File: src/rtl/eth_10g_mac_rx_st_demux_flow_control_user_frame_pkg.sv
// Shared definitions for the 64-bit MAC user-frame ST mux/demux pair.
// Payload packing is {data, empty, eop, error, sop}, LSB = sop.
package eth_10g_mac_rx_st_demux_flow_control_user_frame_pkg;

   localparam int DATA_W    = 64;
   localparam int EMPTY_W   = 3;
   localparam int ERR_W     = 2;
   localparam int PAYLOAD_W = DATA_W + EMPTY_W + 1 + ERR_W + 1;  // 71

   localparam int SOP_OFS   = 0;
   localparam int ERR_OFS   = SOP_OFS + 1;
   localparam int EOP_OFS   = ERR_OFS + ERR_W;
   localparam int EMPTY_OFS = EOP_OFS + 1;
   localparam int DATA_OFS  = EMPTY_OFS + EMPTY_W;

   typedef enum logic {CH0 = 1'b0, CH1 = 1'b1} ch_t;
   typedef enum logic {IDLE = 1'b0, PKT = 1'b1} demux_st_t;

   // Pack the stream sideband and data into one payload word
   function automatic logic [PAYLOAD_W-1:0] pack_payload(
      input logic [DATA_W-1:0]  data,
      input logic [EMPTY_W-1:0] empty,
      input logic               eop,
      input logic [ERR_W-1:0]   error,
      input logic               sop);
      return {data, empty, eop, error, sop};
   endfunction

endpackage

File: src/rtl/eth_10g_mac_rx_st_demux_flow_control_user_frame_1stage_pipeline.sv
// One-deep registered ST stage: holds payload while the consumer stalls,
// and accepts a new beat whenever empty or being popped this cycle.
module eth_10g_mac_rx_st_demux_1stage_pipeline #(
   parameter int PAYLOAD_WIDTH = 71
) (
   input  logic                     clk,
   input  logic                     reset_n,
   input  logic                     load,
   input  logic [PAYLOAD_WIDTH-1:0] payload_in,
   input  logic                     ready,
   output logic                     valid,
   output logic [PAYLOAD_WIDTH-1:0] payload,
   output logic                     stage_ready
);

   assign stage_ready = ready || !valid;

   // Load wins over pop so a simultaneous accept/pop keeps valid high
   always_ff @(posedge clk or negedge reset_n) begin
      if (!reset_n) begin
         valid   <= 1'b0;
         payload <= '0;
      end else if (load) begin
         valid   <= 1'b1;
         payload <= payload_in;
      end else if (ready) begin
         valid   <= 1'b0;
      end
   end

endmodule

File: src/rtl/eth_10g_mac_rx_st_demux_flow_control_user_frame.sv
// 1-to-2 packet-aware ST demux for the RX user-frame path.
// Optional statistics: define ETH_10G_MAC_RX_ST_DEMUX_STATS_EN to build the
// saturating counters; otherwise stat_* are tied to zero.
module eth_10g_mac_rx_st_demux_flow_control_user_frame
   import eth_10g_mac_rx_st_demux_flow_control_user_frame_pkg::*;
#(
   parameter int CNT_WIDTH = 16
) (
   input  logic                 clk,
   input  logic                 reset_n,
   input  logic                 in_channel,
   input  logic                 in_valid,
   output logic                 in_ready,
   input  logic [63:0]          in_data,
   input  logic [1:0]           in_error,
   input  logic                 in_startofpacket,
   input  logic                 in_endofpacket,
   input  logic [2:0]           in_empty,
   output logic                 out0_valid,
   input  logic                 out0_ready,
   output logic [63:0]          out0_data,
   output logic [1:0]           out0_error,
   output logic                 out0_startofpacket,
   output logic                 out0_endofpacket,
   output logic [2:0]           out0_empty,
   output logic                 out1_valid,
   input  logic                 out1_ready,
   output logic [63:0]          out1_data,
   output logic [1:0]           out1_error,
   output logic                 out1_startofpacket,
   output logic                 out1_endofpacket,
   output logic [2:0]           out1_empty,
   output logic [CNT_WIDTH-1:0] stat_pkt0,
   output logic [CNT_WIDTH-1:0] stat_pkt1,
   output logic [CNT_WIDTH-1:0] stat_drop,
   output logic [CNT_WIDTH-1:0] stat_sop_err
);

   demux_st_t              state;
   ch_t                    locked;
   ch_t                    tgt;
   logic                   is_drop;
   logic                   accept;
   logic                   fwd;
   logic                   rdy0, rdy1;
   logic [PAYLOAD_W-1:0]   in_payload, p0, p1;

   // Any SOP beat starts a frame on in_channel (including a relock mid-packet);
   // body beats follow the locked channel
   always_comb begin
      tgt = locked;
      if (state == IDLE || in_startofpacket) tgt = ch_t'(in_channel);
   end

   // Non-SOP beats in IDLE are orphans: always accepted and thrown away
   assign is_drop    = (state == IDLE) && !in_startofpacket;
   assign in_ready   = is_drop ? 1'b1 : ((tgt == CH1) ? rdy1 : rdy0);
   assign accept     = in_valid && in_ready;
   assign fwd        = accept && !is_drop;
   assign in_payload = pack_payload(in_data, in_empty, in_endofpacket, in_error, in_startofpacket);

   eth_10g_mac_rx_st_demux_1stage_pipeline #(.PAYLOAD_WIDTH(PAYLOAD_W)) u_stage0 (
      .clk         (clk),
      .reset_n     (reset_n),
      .load        (fwd && (tgt == CH0)),
      .payload_in  (in_payload),
      .ready       (out0_ready),
      .valid       (out0_valid),
      .payload     (p0),
      .stage_ready (rdy0)
   );

   eth_10g_mac_rx_st_demux_1stage_pipeline #(.PAYLOAD_WIDTH(PAYLOAD_W)) u_stage1 (
      .clk         (clk),
      .reset_n     (reset_n),
      .load        (fwd && (tgt == CH1)),
      .payload_in  (in_payload),
      .ready       (out1_ready),
      .valid       (out1_valid),
      .payload     (p1),
      .stage_ready (rdy1)
   );

   assign out0_data          = p0[DATA_OFS +: DATA_W];
   assign out0_empty         = p0[EMPTY_OFS +: EMPTY_W];
   assign out0_endofpacket   = p0[EOP_OFS];
   assign out0_error         = p0[ERR_OFS +: ERR_W];
   assign out0_startofpacket = p0[SOP_OFS];
   assign out1_data          = p1[DATA_OFS +: DATA_W];
   assign out1_empty         = p1[EMPTY_OFS +: EMPTY_W];
   assign out1_endofpacket   = p1[EOP_OFS];
   assign out1_error         = p1[ERR_OFS +: ERR_W];
   assign out1_startofpacket = p1[SOP_OFS];

   // Frame FSM: lock channel on SOP, release on an accepted EOP
   always_ff @(posedge clk or negedge reset_n) begin
      if (!reset_n) begin
         state  <= IDLE;
         locked <= CH0;
      end else if (fwd) begin
         if (in_startofpacket) locked <= ch_t'(in_channel);
         state <= in_endofpacket ? IDLE : PKT;
      end
   end

`ifdef ETH_10G_MAC_RX_ST_DEMUX_STATS_EN
   logic [CNT_WIDTH-1:0] c_pkt0, c_pkt1, c_drop, c_sop_err;

   // Saturating statistics, updated the cycle after the counted accept
   always_ff @(posedge clk or negedge reset_n) begin
      if (!reset_n) begin
         c_pkt0    <= '0;
         c_pkt1    <= '0;
         c_drop    <= '0;
         c_sop_err <= '0;
      end else begin
         if (fwd && in_endofpacket && (tgt == CH0) && (c_pkt0 != '1)) c_pkt0 <= c_pkt0 + 1'b1;
         if (fwd && in_endofpacket && (tgt == CH1) && (c_pkt1 != '1)) c_pkt1 <= c_pkt1 + 1'b1;
         if (accept && is_drop && (c_drop != '1))                     c_drop <= c_drop + 1'b1;
         if (fwd && (state == PKT) && in_startofpacket && (c_sop_err != '1))
            c_sop_err <= c_sop_err + 1'b1;
      end
   end

   assign stat_pkt0    = c_pkt0;
   assign stat_pkt1    = c_pkt1;
   assign stat_drop    = c_drop;
   assign stat_sop_err = c_sop_err;
`else
   assign stat_pkt0    = '0;
   assign stat_pkt1    = '0;
   assign stat_drop    = '0;
   assign stat_sop_err = '0;
`endif

endmodule

File: config.mk
export PLATFORM = sky130hd
export DESIGN_NAME = eth_10g_mac_rx_st_demux_flow_control_user_frame
export DESIGN_NICKNAME = d
export VERILOG_FILES = /design/src/rtl/eth_10g_mac_rx_st_demux_flow_control_user_frame_pkg.sv /design/src/rtl/eth_10g_mac_rx_st_demux_flow_control_user_frame_1stage_pipeline.sv /design/src/rtl/eth_10g_mac_rx_st_demux_flow_control_user_frame.sv
export SDC_FILE = /design/constraint.sdc
export NUM_CORES = 1
export LEC_CHECK = 0
export CORE_UTILIZATION = 43
export CTS_CLUSTER_SIZE = 40
export DETAILED_ROUTE_END_ITERATION = 10
export PLACE_DENSITY_LB_ADDON = 0.12
export SETUP_SLACK_MARGIN = 0.2
export SLEW_MARGIN = 30
export SYNTH_ARGS = -nofsm -noshare
export SYNTH_HDL_FRONTEND = slang
export SYNTH_HIERARCHICAL = 1
export SYNTH_SLANG_ARGS = --single-unit
export TNS_END_PERCENT = 10
File: constraint.sdc
create_clock -name clk -period 2.2 [get_ports clk]
set_input_delay 0.44 -clock clk [delete_from_list [all_inputs] [get_ports clk]]
set_output_delay 0.44 -clock clk [all_outputs]
set_load 0.01 [all_outputs]
==> out/results.txt <==
worst setup path start = in_startofpacket
Antenna Cells = 0
Clock Skews = 0.00477 ns
Cells after Synth = 392
first-pass GRT wire length = 22800 um
Setup CP Type = input pin to register
Die X = 127 um
iteration count of the initial detailed-routing pass = 4
number of synthesized flops with an enable pin = 0
Net Sw Power = 2.77 mW
most common cell in the netlist = dfrtp_1
Final setup viols = 0
met2 routed WL = 6780 um
worst r2r path cells = 5
synth top area cells = dfrtp_1 (54%), mux2_4 (31%), buf_4 (7.2%)
CP max FO = 33
buffer depth of the longest clock path = 2
Combinational Power Share = 36.1%
setup ws final = 0.251 ns
flop2flop setup slack = 0.27 ns
Clk pwr share = 26.4%
CP max stage delay = 0.46 ns
register bit count reported by yosys = 146
DRC violations left = 0
core area = 15200 um^2
Post-synth top cells = dfrtp_1 (146), mux2_4 (138), buf_4 (64), buf_12 (14), mux2_2 (5)
post-route ant nets = 0
most area-hungry cell type in the Yosys netlist = dfrtp_1
Remaining Overflow, GRT = 0
Synth top area share = 54.4%
synthesis-to-finish area growth = 40.7%
sequential power share = 37.5%
register area = 3650 um^2
Yosys cell types = 19
Synth Flop Type = dfrtp_1
met3 wire length = 992 um
clock sinks = 146
P_int = 7.77 mW
hold-fix buffer count after cts = 0
Leak = 4.30 nW
vias per cell = 4.61
area of the multi-input gates = 2530 um^2
post-synthesis cell area = 6710 um^2
Ports = 286
num rows = 45
GP Congestion = 0.803
via count = 3854
crit share post-route = 88.6%
CP startpoint kind = input pin
Synth Warn # = 6
fmax = 513 MHz
total die area = 16100 um^2
final slew viol count = 0
Iteration-0 DRC Markers = 119
final critical-path required period = 1.95 ns
worst hold margin = 0.00348 ns
pin count of the biggest net entering global routing = 58
post-synthesis sequential area ratio = 54.4%
Initial Utilization = 44.1%
port bufs = 221
dpl hpwl = 10000 um
crit path capture = u_stage0/payload[45]$_DFFE_PN0P_
initial antenna violation count = 0
Highest Signal Layer = met4
critical path required time = 2.49 ns
Slew headroom = 61.9%
Total GRT Usage = 18.8%
detailed-route wire length per cell = 17.3 um
Final #Nets = 712
Filler cells = 1180
RSZ-0062 raised after global routing = false
ys async rst share = 100%
CTS Root Cell = clkbuf_16
Reg2Reg Launch Point = locked$_DFFE_PN0P_
pre-CTS setup slack = -0.204 ns
routed wire length = 14400 um
arrival time worst endpoint = 2.24 ns
Worst-Skew Late Latency = 0.41 ns
final hold violations = 0
synthesized area per cell = 17.1 um^2
Num CTS Buffers = 17
outcome = completed
CP max stage cell = clkdlybuf4s50_1
layout cells sized above 1 = 30.6%
power per cell area = 1120 nW/um^2
via count of the first global-routing pass = 4086
H-tree depth = 4
TritonCTS clock tree = yes
Die Y = 127 um
CP Cell Sequence = clkdlybuf4s50_1 -> or3b_1 -> o21ai_0 -> and3_4 -> buf_12 -> mux2_4
IR Drop Worst-Case VDD = 0.543 mV
Crit. End Element = register
# Max-Cap Violations = 0
worst slew pin tran = 0.572 ns
r2r endpoint = u_stage0/payload[45]$_DFFE_PN0P_
wl on met1 = 6270 um
Clock Pin Slew Worst Setup and Hold Paths = 0.06 ns
switching share of power = 26.3%
HP Class = input pin to async pin
[routing by layer]
layer / global-route usage [%] / vias up
met3: 5.99 / 29
met1: 24.0 / 1939
met2: 28.9 / 178
met5: 0 / -
met4: 9.03 / 0
li1: - / 1708
[placed cells by master, fill, tap and decap left out, types with 3 or more instances in the layout]
master,n
clkdlybuf4s50_1,217
dfrtp_1,146
mux2_4,138
conb_1,64
clkbuf_16,17
buf_4,13
clkbuf_1,7
buf_12,6
mux2_2,5
o21ai_0,3
nand2_1,3
clkbuf_8,3
clkinv_2,3
[layout make-up]
class | instances | area share, %
Multi-Input combinational cell | 227 | 26.8
Tap cell | 188 | 2.49
Clock inverter | 5 | 0.795
Sequential cell | 146 | 38.7
Timing Repair Buffer | 241 | 25.9
Inverter | 2 | 0.0795
Clock buffer | 27 | 5.22
[timing repair]
action | 4_1_cts | 5_1_grt
pin swaps | 0 | 1
setup buffers | 1 | 0
endpoints found under the setup margin | 1 | 1
endpoints found under the hold margin | 0 | 0
gates resized for setup | 5 | 6
[critical path, delay by kind of cell]
kind	cells	cell delay [ns]
multiplexers	1	0.34
buffers and inverters	2	0.73
AO/OA/AOI/OAI	1	0.08
AND/OR/NAND/NOR	2	0.62
[logic make-up (layout without fill, tap and decap cells)]
logic type	Yosys count	count (layout)	share of synthesized area (%)
buf+inv	82	275	11.8
other cells	1	64	0.0559
simple gates	12	12	1.12
compound gates	6	6	0.597
mux	145	145	32.0
flops	146	146	54.4
[power by group through the flow]
stage | logic [mW] | registers (mW) | clock network, mW
6_report | 3.80 | 3.95 | 2.79
5_1_grt | 4.01 | 4.06 | 2.97
4_1_cts | 3.83 | 3.96 | 2.86
3_5_place_dp | 3.81 | 3.98 | 0
3_3_place_gp | 3.77 | 3.95 | 0
2_1_floorplan | 1.50 | 4.31 | 0
[per-stage QoR]
step,area [um^2],std cells,total power [mW],util [%],setup TNS [ns]
global route,9440,836,11.0,62.1,0
finish,9440,836,10.5,62.1,0
floorplan,6950,455,5.80,-,0
global placement,8840,803,7.72,58.2,-10.22
detailed placement,8840,803,7.79,58.2,-11.06
CTS,9420,836,10.7,61.9,0
[worst min path at each step]
stage | start | end | cells past startpoint
2_1_floorplan | reset_n | locked$_DFFE_PN0P_ | 0
3_3_place_gp | reset_n | u_stage0/payload[11]$_DFFE_PN0P_ | 1
3_5_place_dp | reset_n | u_stage1/payload[11]$_DFFE_PN0P_ | 1
4_1_cts | reset_n | u_stage1/payload[12]$_DFFE_PN0P_ | 1
5_1_grt | reset_n | u_stage1/payload[11]$_DFFE_PN0P_ | 1
6_report | reset_n | u_stage1/payload[11]$_DFFE_PN0P_ | 1
[flip-flops by register name, summed over array words and instances (netlist names)]
register	count
u_stage1/valid	1
u_stage1/payload	71
u_stage0/payload	71
u_stage0/valid	1
state	1
locked	1
(Power assumes the default switching activity.)
